--- src/rtl/stack.sv ---
// stack: synchronous LIFO of `size` direction codes with a registered pop
// output. Callers push codes while exploring and pop them in reverse order
// while backtracking. Requests that would overflow or underflow are dropped.
module stack #(
   parameter int direction_length = 2,
   parameter int size             = 256
) (
   input  logic                        clk,
   input  logic                        rst,
   input  logic                        push,
   input  logic                        pop,
   input  logic [direction_length-1:0] data_in,
   output logic [direction_length-1:0] data_out,
   output logic                        empty
);

   localparam int count_width = $clog2(size + 1);
   localparam int addr_width  = $clog2(size);
   localparam logic [count_width-1:0] count_one = count_width'(1);
   localparam logic [count_width-1:0] count_max = count_width'(size);

   typedef logic [direction_length-1:0] entry_t;

   entry_t                 mem [size];
   logic [count_width-1:0] count;
   logic [count_width-1:0] count_minus_one;
   logic [addr_width-1:0]  wr_addr;
   logic [addr_width-1:0]  top_addr;
   logic                   full;
   logic                   do_push;
   logic                   do_pop;
   logic                   do_replace;
   logic                   mem_we;
   logic [addr_width-1:0]  mem_addr;

   // Decode the accepted operation for this cycle; push+pop on an empty
   // stack degrades to a plain push, push+pop otherwise replaces the top.
   always_comb begin
      empty           = (count == '0);
      full            = (count == count_max);
      count_minus_one = count - count_one;
      wr_addr         = count[addr_width-1:0];
      top_addr        = count_minus_one[addr_width-1:0];
      do_push         = push && (pop ? empty : !full);
      do_pop          = pop && !push && !empty;
      do_replace      = push && pop && !empty;
      mem_we          = do_push || do_replace;
      mem_addr        = do_replace ? top_addr : wr_addr;
   end

   // Storage array: single write port, no reset so it can map onto block RAM.
   always_ff @(posedge clk) begin
      if (mem_we) begin
         mem[mem_addr] <= data_in;
      end
   end

   // Occupancy counter and registered read of the old top on pop/replace.
   always_ff @(posedge clk or negedge rst) begin
      if (!rst) begin
         count    <= '0;
         data_out <= '0;
      end else begin
         if (do_pop || do_replace) begin
            data_out <= mem[top_addr];
         end
         if (do_push) begin
            count <= count + count_one;
         end else if (do_pop) begin
            count <= count_minus_one;
         end
      end
   end

endmodule

--- config.mk ---
export PLATFORM = sky130hd
export DESIGN_NAME = stack
export DESIGN_NICKNAME = d
export VERILOG_FILES = /design/src/rtl/stack.sv
export SDC_FILE = /design/constraint.sdc
export NUM_CORES = 1
export LEC_CHECK = 0
export BUFFER_PORTS_ARGS = -buffer_cell sky130_fd_sc_hd__clkbuf_2
export CAP_MARGIN = 40
export CORE_MARGIN = 8
export CORE_UTILIZATION = 28
export DETAILED_ROUTE_END_ITERATION = 7
export PLACE_DENSITY_LB_ADDON = 0.3
export SYNTH_ARGS = -nofsm -noshare
export SYNTH_HDL_FRONTEND = slang
export SYNTH_SLANG_ARGS = --single-unit
--- constraint.sdc ---
create_clock -name clk -period 5.47 [get_ports clk]
set_input_delay 0.2735 -clock clk [delete_from_list [all_inputs] [get_ports clk]]
set_output_delay 0.2735 -clock clk [all_outputs]
set_load 0.005 [all_outputs]
==> results of run 1 <==
[layout by cell type, fill, tap and decap left out, types with 4 or more instances in the layout]
master     instances
a31oi_1            7
nor2_1           273
or2_2              5
a221oi_1           4
edfxtp_1         512
or3_1              8
o31ai_1            6
o22ai_1           10
xor2_1             4
inv_1              8
buf_4             41
nand4_1            8
clkinv_2          10
dfrtp_1           10
mux4_2           125
o211ai_1           4
nor3_1             6
clkinv_1          10
clkbuf_1          16
clkbuf_2           6
xnor2_1            9
mux2i_1           41
inv_6              4
nor4_1             5
a32oi_1            6
o21ai_0            5
nand2_1           74
clkbuf_16         54
nand3_1           38
nor2b_1            5
nand2b_1           7
a21oi_1           17
[cells in the mapped netlist, types with 3 or more instances]
| library cell | n |
|---|---|
| o31ai_1 | 7 |
| nor3_1 | 6 |
| a31oi_1 | 7 |
| o21ai_0 | 5 |
| a21oi_1 | 17 |
| o22ai_1 | 10 |
| inv_1 | 10 |
| o22a_1 | 3 |
| nor2_1 | 273 |
| mux4_2 | 125 |
| dfrtp_1 | 11 |
| nand2_1 | 74 |
| xor2_1 | 5 |
| edfxtp_1 | 512 |
| nor2_2 | 3 |
| o32ai_1 | 3 |
| nor4_1 | 5 |
| buf_6 | 5 |
| or2_2 | 5 |
| a221oi_1 | 4 |
| mux2i_1 | 41 |
| buf_2 | 53 |
| o211ai_1 | 4 |
| clkbuf_1 | 26 |
| a32oi_1 | 6 |
| nand2b_1 | 7 |
| xnor2_1 | 10 |
| nand4_1 | 8 |
| buf_1 | 10 |
| nand3_1 | 38 |
| ha_1 | 3 |
| or3_1 | 8 |
| nor2b_1 | 5 |
[worst min-delay path by stage]
stage                     startpoint     endpoint  slack (ns)  cells after the start
after CTS                 data_in[0]   mem[69][0]        0.08                      1
after detailed placement         rst     count[3]        0.21                      1
after global routing      data_in[0]  mem[252][0]         0.1                      1
final                     data_in[0]  mem[235][0]        0.11                      1
after global placement           rst     count[3]        0.22                      1
after floorplan                  rst     count[0]       -0.02                      0
[sequential cells by signal, indices dropped and copies added (netlist names)]
signal and cells:
count 9, mem 512, data_out 2
[metrics by stage]
stage               instances  power (mW)
finish                   2463        13.5
global route             2462        14.0
CTS                      2462        13.6
detailed placement       2362        10.2
global placement         2355        10.1
floorplan                1350        8.25
[layout make-up]
class | instances | area (sq um) | area share
flip-flops and latches | 523 | 15700 | 0.620
clock buffers | 70 | 1410 | 0.0559
diodes | 1 | 2.50 | 0.0000991
well taps | 1050 | 1310 | 0.0520
inverters | 10 | 40.0 | 0.00159
clock inverters | 29 | 215 | 0.00853
repair buffers | 59 | 554 | 0.0220
multi-input cells | 721 | 6050 | 0.240
[per-layer routing]
layer / up-vias / part of all wire
met4: 0 / 0.028
li1: 5273 / -
met2: 394 / 0.48
met1: 6481 / 0.44
met5: - / 0
met3: 96 / 0.054
[kinds of logic after synthesis]
| kind of cell | after synthesis | synth area share |
|---|---|---|
| compound gates | 84 | 0.0274 |
| simple gates | 447 | 0.0865 |
| flops | 523 | 0.706 |
| fa+ha+maj | 3 | 0.00169 |
| buf+inv | 106 | 0.0229 |
| xor+xnor | 19 | 0.00886 |
| mux | 168 | 0.147 |
[power by group]
part	switching, mW	internal [mW]	total, mW	leakage, nW
Combinational	3.23	2.23	5.46	2.18
Clock	1.51	1.92	3.43	0.797
Sequential	0.109	4.49	4.60	4.72
[worst reg2reg max path, delay by kind of cell, from the launching register on]
family / cells / cell delay, ns
xor+xnor: 1 / 0.63
fa+ha+maj: 1 / 0.57
flops: 1 / 0.52
buf+inv: 1 / 0.20
simple gates: 5 / 2.19
compound gates: 1 / 0.20
[timing repair]
action	CTS	global route
endpoints found under the hold margin	11	0
hold buffers	1	0
gates resized for setup	0	0
==> reports/summary.txt, run 1 <==
slowest CP cell: nand3_1
total of max-cap violations: 0
Chip Height: 297 um
final setup margin: 0.840 ns
Pwr Density: 534 nW/um^2
area post-placement: 23600 sq um
leakage power: 7.70 nW
vias in the first global route: 12.7k
Routed wire per std cell: 23.5 um
Skew-Pair Late Insertion Delay: 0.62 ns
fin. max-slew vios: 0
vias per inst: 4.97
CP Launch Type: flip-flop
CP peak stage delay: 0.67 ns
Worst Path Required: 5.75 ns
Sink Count: 523
DRC viols: 0
total gr overflow: 0
CP most frequent cell: nor2_1
critical path's top delay family: simple AND/OR/NAND/NOR gates
post-synthesis cell area: 22200 sq um
M1 GR Usage: 0.173
die width: 297 um
share of the synthesized area in the top cell type: 0.694
RR Startpoint: count[1]
RSZ-0062 raised after global routing: false
reg-to-reg slack, setup: 0.84 ns
R2R Path End: mem[214][1]
CTS tree: yes
# setup viols final: 0
Initial Util: 0.281
worst reg2reg path depth: 9
Hold Path Class: primary input to flip-flop
met3 Usage GRT: 0.0196
sequential area share after synthesis: 0.706
fraction of layout cells with a size suffix above 1: 0.201
Core Rows: 103
first-pass GRT wire length: 85.7 mm
run status: completed
Synth async-reset ratio: 0.0210
buffers plus inverters on the worst setup path: 1
initial antenna violation count: 1
period utilisation layout: 0.847
Post-synth EDFFs: 512
grt met2 use: 0.210
Core Util, Final: 0.321
ys flop type: edfxtp_1
gr usage total: 0.128
Routed WL: 57.9 mm
via count: 12.2k
final hold vios: 0
Setup TNS: 0 ns
worst setup path end: mem[214][1]
clock skew: 0.0292 ns
Yosys warnings: 0
final instance area: 25200 sq um
setup bufs post-CTS: 0
crit path DAT: 4.91 ns
Mean Syn Cell Area: 16.4 sq um
Netlist cell types: 64
worst-case clock buffer depth: 3
Place WS: 0.978 ns
hold_ws: 0.106 ns
Worst-path clk slew: 0.07 ns
crit-path cells: inv_1 > ha_1 > nor3b_1 > nand2_1 > xnor2_1 > a21oi_1 > nor2_1 > nand3_1 > nor2_1
Max VDD drop: 0.532 mV
Max H-tree Level: 2
Syn Inst Count: 1350
fin crit period: 4.63 ns
CTS Root Cell: clkbuf_16
dpl hpwl: 35.8 mm
gpl congestion: 0.847
TritonRoute pass-1 iters: 7
cell taking the most area after synthesis: edfxtp_1
Iter 0 DRT Violations: 1298
IO buf count: 8
die area: 88400 sq um
largest net degree at the start of global routing: 86
worst-margin pin slew: 0.879 ns
CTS buffer count: 54
ranking of synthesized cells by area: edfxtp_1 (69%), mux4_2 (13%), nor2_1 (4.6%)
Critical Path Source: count[1]
core area: 78700 sq um
WS Path Type: flip-flop to flip-flop
fmax: 216 MHz
Layout area overhead: 13.9%
crit path max fanout: 16
syn nets: 1359
Slew HR: 0.410
fin nets: 1378
Ports: 9
Most Crowded Layer GR: met2
crit end category: flip-flop
DRT antenna net count: 0
fillers: 7577
register bit total from synthesis: 523
cell depth of the worst setup path: 9
(Power assumes the default switching activity.)
==> run 2, diff against run 1 <==
ABC_AREA = 1   (was default)
clock period = 4.86 ns   (was 5.47 ns; I/O delays follow)
==> reports/summary.txt, run 2 <==
share of the synthesized area in the top cell type: 0.656
most common cell in the netlist: edfxtp_1
CTS tree: yes
IO buf count: 8
most frequent cells in the layout: edfxtp_1 (512), nand2_1 (492), nor2_1 (492), nand3_1 (294), o21ai_0 (127)
CP Launch Type: flip-flop
area post-placement: 24600 sq um
Post-CTS Resized: 0
setup bufs post-CTS: 0
routed wl met2: 29.4 mm
fin. max-slew vios: 0
dpl hpwl: 34.8 mm
vias per inst: 4.73
Sink Count: 523
uppermost routed layer: met4
worst-margin pin slew: 1.00 ns
Max VDD drop: 0.391 mV
Power Internal: 9.46 mW
Critical Path Source: count[0]
Routed wire per std cell: 18.7 um
CTS Root Cell: clkbuf_16
WL met3: 4.16 mm
number of flip-flops in the largest register: 512
Syn Inst Count: 2279
slowest CP cell: dfrtp_4
dpl cells: 3249
ranking of synthesized cells by area: edfxtp_1 (66%), nand2_1 (7.9%), nor2_1 (7.9%)
run status: finished, violations left
gpl congestion: 0.841
buffers plus inverters on the worst setup path: 3
ys flop type: edfxtp_1
commonest cells in the netlist: edfxtp_1 (512), nand2_1 (492), nor2_1 (492), nand3_1 (294), o21ai_0 (127)
RR Startpoint: count[0]
Sw Share: 0.432
Iter 0 DRT Violations: 1489
syn nets: 2288
first-pass GRT wire length: 94.4 mm
Biggest register: mem
TritonRoute pass-1 iters: 8
clock skew: 0.0253 ns
gr usage total: 0.131
R2R Path End: mem[134][1]
final hold vios: 0
# setup viols final: 0
final instance area: 26300 sq um
Routed WL: 62.6 mm
Worst Path Required: 5.12 ns
die area: 93200 sq um
hold_ws: 0.0510 ns
sequential area share after synthesis: 0.668
final std cells w/o fill: 3349
cell taking the most area after synthesis: edfxtp_1
leakage power: 9.21 nW
Worst-path clk slew: 0.06 ns
Skew-Pair Late Insertion Delay: 0.61 ns
Hold Path Class: primary input to flip-flop
clock share of power: 0.243
Chip Height: 305 um
post-synthesis cell area: 23400 sq um
largest net degree at the start of global routing: 197
Yosys warnings: 0
via count: 15.8k
DRT antenna net count: 0
failing checks: DRC
total gr overflow: 0
crit-path cells: inv_6 > ha_1 > nand3_1 > xor2_1 > inv_1 > o21ai_4 > inv_2 > nor2_4 > nand2_2 > nor2_1
Setup TNS: 0 ns
die width: 305 um
critical path's top delay family: simple AND/OR/NAND/NOR gates
worst setup path end: mem[134][1]
initial antenna violation count: 0
Hold Buf Count CTS: 2
switching power: 7.19 mW
CTS buffer count: 56
Synth async-reset ratio: 0.0210
register share of total power: 0.308
RSZ-0062 raised after global routing: false
Antenna Cells: 0
Gate power share: 0.448
period utilisation layout: 0.788
crit end category: flip-flop
biggest registers after layout: mem (512), count (9), data_out (2)
fin crit period: 3.83 ns
Initial Util: 0.281
CP peak stage delay: 0.50 ns
worst-case clock buffer depth: 3
fraction of layout cells with a size suffix above 1: 0.0846
crit path DAT: 4.09 ns
vias in the first global route: 15.5k
crit path max fanout: 67
Ports: 9
WS Path Type: flip-flop to flip-flop
Netlist cell types: 38
Slew HR: 0.333
Max H-tree Level: 2
Core Rows: 106
core area: 83300 sq um
fmax: 261 MHz
Met1 Wirelength: 27.3 mm
total of max-cap violations: 0
fin nets: 2238
worst reg2reg path depth: 10
most common cell after layout, fill and taps aside: edfxtp_1
reg-to-reg slack, setup: 1.03 ns
Mean Syn Cell Area: 10.3 sq um
Pwr Density: 633 nW/um^2
Layout area overhead: 12.3%
register bit total from synthesis: 523
cell depth of the worst setup path: 10
Post-synth EDFFs: 512
DRC viols: 10
-- run 2: worst min path at each step --
| stage | from | slack (ns) | end | depth (start not counted) |
|---|---|---|---|---|
| global route | pop | 0.02 | data_out[1] | 4 |
| finish | pop | 0.05 | data_out[0] | 4 |
| global placement | rst | 0.14 | count[1] | 1 |
| CTS | pop | 0.0001 | data_out[0] | 4 |
| floorplan | rst | -0.05 | count[0] | 0 |
| detailed placement | rst | 0.15 | count[1] | 1 |
-- run 2: cell type report --
class | count | area, sq um
well taps | 1080 | 1350
fillers | 8464 | 57000
repair buffers | 37 | 425
multi-input cells | 1504 | 6740
flip-flops and latches | 523 | 15700
inverters | 107 | 419
clock inverters | 32 | 251
clock buffers | 66 | 1460
-- run 2: metrics by stage --
stage,setup WS (ns),util,total power [mW]
floorplan,1.44,-,10.1
global placement,1.09,0.294,12.6
detailed placement,1.01,0.295,12.7
CTS,0.978,0.316,16.8
global route,0.766,0.316,17.7
finish,1.03,0.316,16.6
-- run 2: power by group through the flow --
stage	Combinational (mW)	Clock [mW]	Sequential, mW
global placement	7.36	0	5.22
floorplan	4.98	0	5.16
CTS	7.50	4.15	5.13
global route	8.25	4.31	5.13
finish	7.47	4.05	5.13
detailed placement	7.47	0	5.22
-- run 2: per-layer routing --
metal	vias up	track usage
met1	7701	0.175
met3	103	0.0238
met2	464	0.215
met5	-	0
met4	0	0.0391
li1	7566	-
-- run 2: tightest hold or removal path: stages --
cell	delay, ns
clkbuf_2	0.16
nand2_4	0.10
nand2_1	0.07
nand2_1	0.05
-- run 2: cell families after synthesis --
family | count (synthesis) | synth area share
AOI/OAI and AO/OA | 148 | 0.0356
and+or+nand+nor | 1338 | 0.242
xor gates and xnor gates | 15 | 0.00593
adders and majority gates | 3 | 0.00160
DFF | 523 | 0.668
buffers and inverters | 252 | 0.0469
==> run 3, diff against run 2 <==
clock period = 3.8 ns   (was 4.86 ns; I/O delays follow)
==> reports/summary.txt, run 3 (synthesized netlist as in run 2, its figures left out) <==
TritonRoute pass-1 iters: 8
Worst Path Required: 4.09 ns
initial antenna violation count: 1
RSZ-0062 raised after global routing: false
Power Internal: 12.3 mW
Initial Util: 0.281
period utilisation layout: 0.894
largest net degree at the start of global routing: 250
Core Util, Final: 0.318
Worst-path clk slew: 0.07 ns
fmax: 294 MHz
most common cell after layout, fill and taps aside: edfxtp_1
Setup TNS: 0 ns
worst-margin pin slew: 1.17 ns
fraction of layout cells with a size suffix above 1: 0.0899
Post-CTS Resized: 0
buffers plus inverters on the worst setup path: 3
CP Launch Type: flip-flop
setup bufs post-CTS: 0
Skew-Pair Late Insertion Delay: 0.60 ns
Max H-tree Level: 2
total gr overflow: 0
CP most frequent cell: nand2_1
fin nets: 2245
clock share of power: 0.246
slowest CP cell: dfrtp_1
die area: 93200 sq um
fin crit period: 3.40 ns
worst-case clock buffer depth: 3
CTS Root Cell: clkbuf_16
leakage power: 9.27 nW
Sw Share: 0.429
CTS buffer count: 53
gpl congestion: 0.802
core area: 83300 sq um
final hold vios: 0
Routed wire per std cell: 18.6 um
# setup viols final: 0
dpl hpwl: 35.3 mm
Routed WL: 62.4 mm
vias in the first global route: 15.5k
Gate power share: 0.451
Layout area overhead: 12.9%
clock skew: 0.0116 ns
fin. max-slew vios: 0
vias per inst: 4.76
Pwr Density: 816 nW/um^2
crit-path cells: nor2_2 > nand2_1 > nor2_2 > nand2_2 > nand2_4 > nand3_1 > buf_4 > nand2_1 > inv_2 > nor3_2 > nand2_1 > buf_4 > nor2_1
Sink Count: 523
run status: completed
crit path max fanout: 11
Ports: 9
DRC viols: 0
register share of total power: 0.303
Max VDD drop: 0.810 mV
most frequent cells in the layout: edfxtp_1 (512), nand2_1 (492), nor2_1 (492), nand3_1 (294), o21ai_0 (127)
Iter 0 DRT Violations: 1585
crit end category: flip-flop
total of max-cap violations: 0
crit path DAT: 3.69 ns
DRT antenna net count: 0
switching power: 9.28 mW
via count: 16.0k
Core Rows: 106
first-pass GRT wire length: 94.8 mm
CTS tree: yes
IO buf count: 8
die width: 305 um
Antenna Cells: 0
Hold Path Class: primary input to flip-flop
WS Path Type: flip-flop to flip-flop
Biggest register: mem
gr usage total: 0.130
critical path's top delay family: simple AND/OR/NAND/NOR gates
Hold Buf Count CTS: 2
number of flip-flops in the largest register: 512
CP peak stage delay: 0.55 ns
biggest registers after layout: mem (512), count (9), data_out (2)
Chip Height: 305 um
Slew HR: 0.217
==> run 3: changes by cell type in the layout (fill, tap and decap cells not counted) <==
cell	delta
buf_12	+5
buf_16	-1
buf_4	+7
buf_6	+1
buf_8	-2
bufinv_16	+3
clkbuf_1	-2
clkbuf_16	-2
clkinv_2	-2
clkinv_8	-1
clkinvlp_4	+4
inv_6	+1
==> run 3: worst paths after layout <==
path / startpoint / to / slack (ns) / depth (start not counted)
worst max-delay path: count[2] / mem[140][1] / 0.40 / 13
worst min-delay path: data_in[1] / mem[39][1] / 0.04 / 1
worst max register to register: count[2] / mem[140][1] / 0.40 / 13
worst min register to register: data_out[0] / data_out[0] / 0.49 / 2
max in group asynchronous: rst / count[0] / 3.44 / 2
min in group asynchronous: rst / count[1] / 0.06 / 2
==> run 3: stage by stage <==
| stage | cell area (sq um) | power [mW] | setup WS [ns] | cells | hold slack (ns) |
|---|---|---|---|---|---|
| after floorplan | 23400 | 13.0 | 0.385 | 2279 | -0.106 |
| after global placement | 24600 | 16.3 | 0.430 | 3256 | 0.117 |
| after detailed placement | 24700 | 16.4 | 0.431 | 3259 | 0.115 |
| after CTS | 26500 | 21.8 | 0.405 | 3360 | 0.0302 |
| after global routing | 26500 | 22.9 | 0.240 | 3360 | 0.0392 |
| final | 26500 | 21.6 | 0.402 | 3360 | 0.0405 |
==> run 3: layout make-up <==
class / instances / area, sq um
sequential: 523 / 15700
timing repair buffer: 47 / 532
inverter: 107 / 419
clock buffer: 62 / 1400
tap: 1080 / 1350
clock inverter: 37 / 354
fill: 8500 / 56800
multi-input combinational: 1504 / 6740
==> run 3: worst register-to-register path: cells and delay by family, from the launching register on <==
family	cells	cell delay (ns)
buf+inv	3	0.66
simple gates	10	1.91
flops	1	0.55
==> run 3: metal layers <==
layer | share of wire | up-vias | track usage
li1 | - | 7587 | -
met1 | 0.44 | 7850 | 0.176
met2 | 0.47 | 456 | 0.218
met3 | 0.059 | 106 | 0.0201
met4 | 0.024 | 0 | 0.0340
met5 | 0 | - | 0
==> run 3: power groups by stage <==
stage / combinational (mW) / clock, mW / sequential, mW
after floorplan: 6.37 / 0 / 6.60
after detailed placement: 9.78 / 0 / 6.67
after global routing: 10.7 / 5.60 / 6.55
after global placement: 9.67 / 0 / 6.66
final: 9.75 / 5.31 / 6.54
after CTS: 9.82 / 5.42 / 6.54
